## src/rtl/dmem_io_bridge_if.sv

```systemverilog
// CPU data-port / BRAM port-B bus bundle for dmem_io_bridge.
// The bridge sits on the slave side; the CPU and BRAM side uses the master view.
interface dmem_io_bridge_if;
  logic        dmem_en;
  logic        dmem_we;
  logic [8:0]  dmem_addr;
  logic [15:0] dmem_din;
  logic [15:0] dmem_dout;
  logic        bram_en;
  logic        bram_we;
  logic [8:0]  bram_addr;
  logic [15:0] bram_din;
  logic [15:0] bram_dout;

  modport slave (
    input  dmem_en, dmem_we, dmem_addr, dmem_din, bram_dout,
    output dmem_dout, bram_en, bram_we, bram_addr, bram_din
  );

  modport master (
    output dmem_en, dmem_we, dmem_addr, dmem_din, bram_dout,
    input  dmem_dout, bram_en, bram_we, bram_addr, bram_din
  );
endinterface

```

## src/rtl/dmem_io_bridge.sv

```systemverilog
// Splits the CPU data port between BRAM and a 16-word I/O window (LED, SW, KEY, HEX, timer).
// Define IO_TIMER_EN to build the TIMER/TICK registers and their prescaler.
module dmem_io_bridge #(
  parameter int unsigned PRESCALE = 50000,
  parameter logic [8:0]  IO_BASE  = 9'h1F0
) (
  input  logic             clk,
  input  logic             rst_n,
  dmem_io_bridge_if.slave  bus,
  input  logic [9:0]       sw,
  input  logic [3:0]       key,
  output logic [9:0]       led,
  output logic [15:0]      hex
);

  if (PRESCALE < 2 || PRESCALE > 65535) begin : g_bad_prescale
    $error("dmem_io_bridge: PRESCALE must be in 2..65535");
  end

  localparam logic [3:0] OFS_LED   = 4'd0;
  localparam logic [3:0] OFS_SW    = 4'd1;
  localparam logic [3:0] OFS_KEY   = 4'd2;
  localparam logic [3:0] OFS_HEX   = 4'd3;
  localparam logic [3:0] OFS_TIMER = 4'd4;
  localparam logic [3:0] OFS_TICK  = 4'd5;

  logic        is_io;
  logic [3:0]  ofs;
  logic        io_wr;
  logic [9:0]  addr_ext;
  logic [15:0] rd_mux;
  logic [15:0] timer_rd;
  logic        tick_rd;

  logic [9:0]  led_q, led_d;
  logic [15:0] hex_q, hex_d;
  logic [9:0]  sw_meta_q, sw_meta_d, sw_sync_q, sw_sync_d;
  logic [3:0]  key_meta_q, key_meta_d, key_sync_q, key_sync_d;
  logic        sel_io_q, sel_io_d;
  logic [15:0] io_rd_q, io_rd_d;

  // 10-bit compare so a window at the top of the address space cannot wrap.
  always_comb begin
    addr_ext = {1'b0, bus.dmem_addr};
    is_io    = (addr_ext >= {1'b0, IO_BASE}) && (addr_ext <= ({1'b0, IO_BASE} + 10'd15));
    ofs      = bus.dmem_addr[3:0] - IO_BASE[3:0];
    io_wr    = bus.dmem_en && bus.dmem_we && is_io;
  end

  assign bus.bram_en   = bus.dmem_en && !is_io;
  assign bus.bram_we   = bus.dmem_we && !is_io;
  assign bus.bram_addr = bus.dmem_addr;
  assign bus.bram_din  = bus.dmem_din;

`ifdef IO_TIMER_EN
  localparam logic [15:0] PRESC_MAX = 16'(PRESCALE - 1);

  logic [15:0] presc_q, presc_d, timer_q, timer_d;
  logic        tick_q, tick_d, wrap;

  always_comb begin
    wrap    = (presc_q == PRESC_MAX);
    presc_d = wrap ? 16'd0 : presc_q + 16'd1;
    timer_d = timer_q;
    tick_d  = tick_q;
    if (io_wr && ofs == OFS_TIMER) begin
      timer_d = bus.dmem_din;
      presc_d = 16'd0;
    end else if (wrap) begin
      timer_d = timer_q + 16'd1;
    end
    if (io_wr && ofs == OFS_TICK && bus.dmem_din[0]) tick_d = 1'b0;
    // A tick landing on the clearing write must not be lost.
    if (wrap) tick_d = 1'b1;
  end

  always_ff @(posedge clk) begin
    if (!rst_n) begin
      presc_q <= '0;
      timer_q <= '0;
      tick_q  <= 1'b0;
    end else begin
      presc_q <= presc_d;
      timer_q <= timer_d;
      tick_q  <= tick_d;
    end
  end

  assign timer_rd = timer_q;
  assign tick_rd  = tick_q;
`else
  assign timer_rd = '0;
  assign tick_rd  = 1'b0;
`endif

  always_comb begin
    rd_mux = '0;
    case (ofs)
      OFS_LED:   rd_mux = {6'd0, led_q};
      OFS_SW:    rd_mux = {6'd0, sw_sync_q};
      OFS_KEY:   rd_mux = {12'd0, key_sync_q};
      OFS_HEX:   rd_mux = hex_q;
      OFS_TIMER: rd_mux = timer_rd;
      OFS_TICK:  rd_mux = {15'd0, tick_rd};
      default:   rd_mux = '0;
    endcase
  end

  // Read word samples pre-write register state, so a write cycle returns old data.
  always_comb begin
    led_d      = (io_wr && ofs == OFS_LED) ? bus.dmem_din[9:0] : led_q;
    hex_d      = (io_wr && ofs == OFS_HEX) ? bus.dmem_din : hex_q;
    sw_meta_d  = sw;
    sw_sync_d  = sw_meta_q;
    key_meta_d = key;
    key_sync_d = key_meta_q;
    sel_io_d   = bus.dmem_en ? is_io : sel_io_q;
    io_rd_d    = (bus.dmem_en && is_io) ? rd_mux : io_rd_q;
  end

  always_ff @(posedge clk) begin
    if (!rst_n) begin
      led_q      <= '0;
      hex_q      <= '0;
      sw_meta_q  <= '0;
      sw_sync_q  <= '0;
      key_meta_q <= '0;
      key_sync_q <= '0;
      sel_io_q   <= 1'b0;
      io_rd_q    <= '0;
    end else begin
      led_q      <= led_d;
      hex_q      <= hex_d;
      sw_meta_q  <= sw_meta_d;
      sw_sync_q  <= sw_sync_d;
      key_meta_q <= key_meta_d;
      key_sync_q <= key_sync_d;
      sel_io_q   <= sel_io_d;
      io_rd_q    <= io_rd_d;
    end
  end

  assign bus.dmem_dout = sel_io_q ? io_rd_q : bus.bram_dout;
  assign led           = led_q;
  assign hex           = hex_q;

endmodule

```

## src/flat_wrapper.sv

```systemverilog
// flat-port wrapper written by rule: the top's interface ports become plain ports
module dmem_io_bridge_flat 
#(
  parameter int unsigned PRESCALE = 50000,
  parameter logic [8:0]  IO_BASE  = 9'h1F0
)
  (clk, rst_n, sw, key, led, hex, bus_dmem_en, bus_dmem_we, bus_dmem_addr, bus_dmem_din, bus_bram_dout, bus_dmem_dout, bus_bram_en, bus_bram_we, bus_bram_addr, bus_bram_din);
  dmem_io_bridge_if bus_i ();
  input  logic clk;
  input  logic rst_n;
  input  logic [9:0] sw;
  input  logic [3:0] key;
  output logic [9:0] led;
  output logic [15:0] hex;
  input wire logic [$bits(bus_i.dmem_en)-1:0] bus_dmem_en;
  input wire logic [$bits(bus_i.dmem_we)-1:0] bus_dmem_we;
  input wire logic [$bits(bus_i.dmem_addr)-1:0] bus_dmem_addr;
  input wire logic [$bits(bus_i.dmem_din)-1:0] bus_dmem_din;
  input wire logic [$bits(bus_i.bram_dout)-1:0] bus_bram_dout;
  output wire logic [$bits(bus_i.dmem_dout)-1:0] bus_dmem_dout;
  output wire logic [$bits(bus_i.bram_en)-1:0] bus_bram_en;
  output wire logic [$bits(bus_i.bram_we)-1:0] bus_bram_we;
  output wire logic [$bits(bus_i.bram_addr)-1:0] bus_bram_addr;
  output wire logic [$bits(bus_i.bram_din)-1:0] bus_bram_din;
  assign bus_i.dmem_en = bus_dmem_en;
  assign bus_i.dmem_we = bus_dmem_we;
  assign bus_i.dmem_addr = bus_dmem_addr;
  assign bus_i.dmem_din = bus_dmem_din;
  assign bus_i.bram_dout = bus_bram_dout;
  assign bus_dmem_dout = bus_i.dmem_dout;
  assign bus_bram_en = bus_i.bram_en;
  assign bus_bram_we = bus_i.bram_we;
  assign bus_bram_addr = bus_i.bram_addr;
  assign bus_bram_din = bus_i.bram_din;
  dmem_io_bridge #(.PRESCALE(PRESCALE), .IO_BASE(IO_BASE)) u_core (.clk(clk), .rst_n(rst_n), .bus(bus_i), .sw(sw), .key(key), .led(led), .hex(hex));
endmodule
```

## config.mk

```make
export PLATFORM = sky130hd
export DESIGN_NAME = dmem_io_bridge_flat
export DESIGN_NICKNAME = d
export VERILOG_FILES = /design/src/rtl/dmem_io_bridge_if.sv /design/src/rtl/dmem_io_bridge.sv /design/src/flat_wrapper.sv
export SDC_FILE = /design/constraint.sdc
export NUM_CORES = 1
export LEC_CHECK = 0
export CAP_MARGIN = 20
export CORE_MARGIN = 1.5
export CORE_UTILIZATION = 39
export DETAILED_ROUTE_END_ITERATION = 10
export HOLD_SLACK_MARGIN = 0.08
export PLACE_DENSITY_LB_ADDON = 0.1
export SLEW_MARGIN = 20
export SYNTH_ARGS = -nofsm -noshare
export SYNTH_HDL_FRONTEND = slang
export SYNTH_SLANG_ARGS = --single-unit
```

## constraint.sdc

```tcl
create_clock -name clk -period 1.5 [get_ports clk]
set_clock_uncertainty 0.15 [all_clocks]
set_input_delay 0.3 -clock clk [delete_from_list [all_inputs] [get_ports clk]]
set_output_delay 0.3 -clock clk [all_outputs]
set_load 0.01 [all_outputs]
```

Yosys cells after proc, flatten, opt, wreduce, memory -nomap -nowiden

Index checks and enable logic that the tools add are counted.

Register bits after elaboration: 71
Bits in latches: 0
Bits in writable memories: 0
Memory bits (read-only): 0
Bits of input ports: 59
Output and inout port bits: 69
Logic and storage cells: 23
Memories: 0

Add/subtract/negate cells: 0
$mul: 0
Divide/modulo/power cells: 0
$lt $le $gt $ge: 1
Eq/ne operators: 3
Shift operators: 0
Muxes and demuxes: 2
Bitwise gates (word level): 0
Reduce and logical (&&, ||, !) cells: 9

Operators with widths:

| cell               | count |
|---|---|
| $pmux 16 s4        | 1 |
| $mux 16            | 1 |
| $ge 9x9->1 const B | 1 |
| $eq 4x2->1 const B | 2 |
| $logic_and 1x1->1  | 7 |
| $eq 4x1->1 const B | 1 |
| $logic_not 4->1    | 1 |
| $logic_not 1->1    | 1 |

Depth between registers and ports, before layout

Depth after elaboration: 3
Depth in mapped cells: 6
Mapped depth without buffers: 3

Worst setup path before layout

Ideal clock, no wire load.

Kind: register to output
Start: register u_core.sel_io_q
End: output port bus_dmem_dout[10]
Arrival time: 1171 ps
Required time: 1050 ps
Path slack: -121 ps
Cell stages (with the launch flop): 4
Path buffers: 2
Path through: dfxtp_1 -> clkbuf_1 -> buf_2 -> mux2_2

Word-level cells in the longest chain between the ends: 1

Ends and longest elaborated chain:

| what                   | line                  | source |
|---|---|---|
| start, declared        | dmem_io_bridge.sv:39  | `logic sel_io_q, sel_io_d;` |
| start signal, assigned | dmem_io_bridge.sv:138 | `sel_io_q <= sel_io_d;` |
| $mux 16                | dmem_io_bridge.sv:143 | `assign bus.dmem_dout = sel_io_q ? io_rd_q : bus.bram_dout;` |
| end, declared          | flat_wrapper.sv:20    | `output wire logic [$bits(bus_i.dmem_dout)-1:0] bus_dmem_dout;` |

Every way passes these cells.

Final worst setup path

Start: register u_core.sel_io_q
End: output port bus_dmem_dout[15]

The elaborated chain is that of the path after synthesis.

==> flow_summary.yaml <==
critical_path:
  r2r_slack_ns: 0.31
  cpPeakStageDelay_ns: 0.38
  slowest_stage: "dfxtp_4"
  cp-end-kind: "output port"
  ff2ff_path_depth: 3
  crit_arrival_ns: 1.29
  cp_cell_sequence: "buf_8 > mux2_4 > buf_6"
  start_kind: "register"
  cp.required_ns: 1.05
  r2r_start: "u_core.led[4]"
  r2r-end: "u_core.io_rd_q[4]"
  cp-startpoint: "u_core.sel_io_q"
  cp-endpoint: "bus_dmem_dout[15]"
  path_max_fanout: 6
  crit_type: "reg -> out"
synth:
  synth_seq_area_share_pct: 46.3
  synth_warnings: 0
  synth_cells: 310
  synth_ff_type: "dfxtp_1"
  yosysUniqueCellTypes: 27
  yosysMostFrequentCell: "dfxtp_1"
  syn_nets: 369
  netlist_area_um2: 3070
  synth_edf_count: 0
  syn_avg_cell_area_um2: 9.90
  synth_top_cell_area_share_pct: 46.3
  async_flop_share_pct: 0
  synth_largest_area_cell: "dfxtp_1"
  yosys-top-cells-area: "dfxtp_1, mux2i_1, mux2_2"
  ys_seq_elements: 71
  synth_common_cells: "dfxtp_1, nand2_1, mux2i_1, and2_1, buf_4"
drt:
  vias_per_cell: 4.76
  antenna_left: 0
  wirelength_um: 7720
  drtPass1Iterations: 4
  drt_iter0_markers: 68
  vias: 2640
  wl_per_cell_um: 13.9
  drc: 0
clock_tree:
  cts_made_buffers: 9
  cts.sinks: 71
  cts_max_level: 3
  clk-insertion-delay-late_ns: 0.34
  cts_root_buffer: "clkbuf_8"
  cts_tree: "yes"
  clock_path_buffers: 2
  postCtsHoldBufs: 0
  cts.clk_slew.worst_paths_ns: 0.08
power_and_ir_drop:
  p_leak_nw: 2.18
  pwr_density_cell_nw_per_um2: 949
  irDropWorstVdd_v: 0.000642
timing:
  finalSetupTns_ns: -3.70
  hold_viol_final: 0
  setup_viol: 16
  rsz0062_at_grt: "true"
  fmax_mhz: 576
  fin_crit_sh_pct: 116
  setup_ws_ns: -0.236
  worst_pin_slew_ns: 0.283
  slew_viol_final: 0
  fin_crit_ns: 1.74
  hold_ws_ns: 0.204
  slew_headroom_pct: 81.1
grt:
  grt_pass1_vias: 2581
  grt_use_total_pct: 18.8
  grt_overflow_total: 0
  grt_max_degree: 28
  antenna_found_initial: 0
  grt_pass1_wl_um: 12500
floorplanning:
  die_height_um: 91.7
  die_w_um: 91.7
  core_um2: 7690
  die-area_um2: 8410
  initial_utilization_pct: 39.9
  row_count: 32
  ios: 128
cells_and_area:
  final_util_pct: 63.9
  syn2layout_area_growth_pct: 59.9
  layout.nets: 507
  finalNonFillerCells: 555
  design_area_um2: 4910
  final_layout_size_suffix_gt1_share_pct: 25.8
  n_antenna_cell: 0
placement:
  dpl-instance-area_um2: 4540
  dpl.cell_count: 537
  routabilityCongestion: 0.771
  port_buffers: 127
  post-dp-hpwl_um: 5610
status:
  status: "finished, violations left"
  violations: "setup timing"
min_path:
  hp-class: "in -> reg"
flow_run:
  cap_violations: 0
[registers in the layout, indices dropped and copies added, names as in the netlist]
name               count
u_core.hex            16
u_core.io_rd_q        16
u_core.key_meta_q      4
u_core.key_sync_q      4
u_core.led            10
u_core.sel_io_q        1
u_core.sw_meta_q      10
u_core.sw_sync_q      10
[timing repair]
item | 4_1_cts | 5_1_grt
pin swaps | 3 | 4
buffers inserted | 1 | 1
gates resized for setup | 179 | 34
gates cloned | 1 | 0
endpoints found under the setup margin | 109 | 42
[logic make-up (layout without fill, tap and decap cells)]
group	count (synthesis)	in the layout	share of synthesized area, %
buf+inv	46	189	9.82
mux	56	56	19.2
flops	71	71	46.3
simple gates	102	102	16.9
compound gates	35	35	7.82
[power breakdown]
| part | internal (mW) | leakage [nW] | total, mW | switching (mW) |
|---|---|---|---|---|
| combinational | 0.343 | 1.45 | 0.545 | 0.202 |
| clock | 1.45 | 0.144 | 2.19 | 0.742 |
| sequential | 1.92 | 0.579 | 1.93 | 0.00842 |
[per-layer routing]
layer	up-vias	global-route usage (%)	part of all wire (%)
li1	1317	-	-
met1	1234	24.0	46
met2	82	31.0	47
met3	7	5.72	5.9
met4	0	5.00	0.91
met5	-	0	0
[critical path, delay by kind of cell, from the launching register on]
| family | cells | cell delay [ns] |
|---|---|---|
| flops | 1 | 0.38 |
| mux | 1 | 0.30 |
| buf+inv | 2 | 0.25 |
[final cells by class]
type | count | area [um2]
sequential | 71 | 1430
fill | 652 | 2780
clock buffer | 9 | 124
multi-input combinational | 193 | 1430
timing repair buffer | 173 | 1630
clock inverter | 7 | 168
tap | 102 | 128
[worst min-delay path by stage]
| stage | cells after the start | from | end | slack (ns) |
|---|---|---|---|---|
| 4_1_cts | 3 | rst_n | u_core.hex[9] | 0.19 |
| 6_report | 3 | rst_n | u_core.hex[9] | 0.20 |
| 3_5_place_dp | 1 | u_core.sw_meta_q[1] | u_core.sw_sync_q[1] | 0.27 |
| 5_1_grt | 3 | rst_n | u_core.hex[9] | 0.20 |
| 2_1_floorplan | 1 | u_core.key_meta_q[0] | u_core.key_sync_q[0] | 0.26 |
| 3_3_place_gp | 1 | u_core.key_meta_q[3] | u_core.key_sync_q[3] | 0.26 |
[metrics by stage]
step                worst slack [ns]  total power, mW
detailed placement            -0.635             2.52
global route                  -0.281             4.83
CTS                           -0.270             4.68
finish                        -0.236             4.66
global placement              -0.613             2.52
floorplan                     0.0456             2.19
[placed cells by master (no fill, tap or decap), types with 5 or more instances in the layout]
cell	synthesis	layout
dlygate4sd2_1	0	39
o22ai_1	10	10
nand4_1	8	8
clkbuf_8	0	9
mux2_2	22	6
nand2_1	53	53
buf_4	25	38
mux2_4	0	16
o21ai_0	6	6
clkdlybuf4s15_1	0	17
clkdlybuf4s50_1	0	46
dfxtp_1	71	70
clkbuf_2	0	5
a21boi_0	8	6
buf_6	1	17
mux2i_1	34	34
a22oi_1	6	6
bufinv_16	0	5
and2_1	29	29
Note: power is estimated with default switching activity, not from simulation.
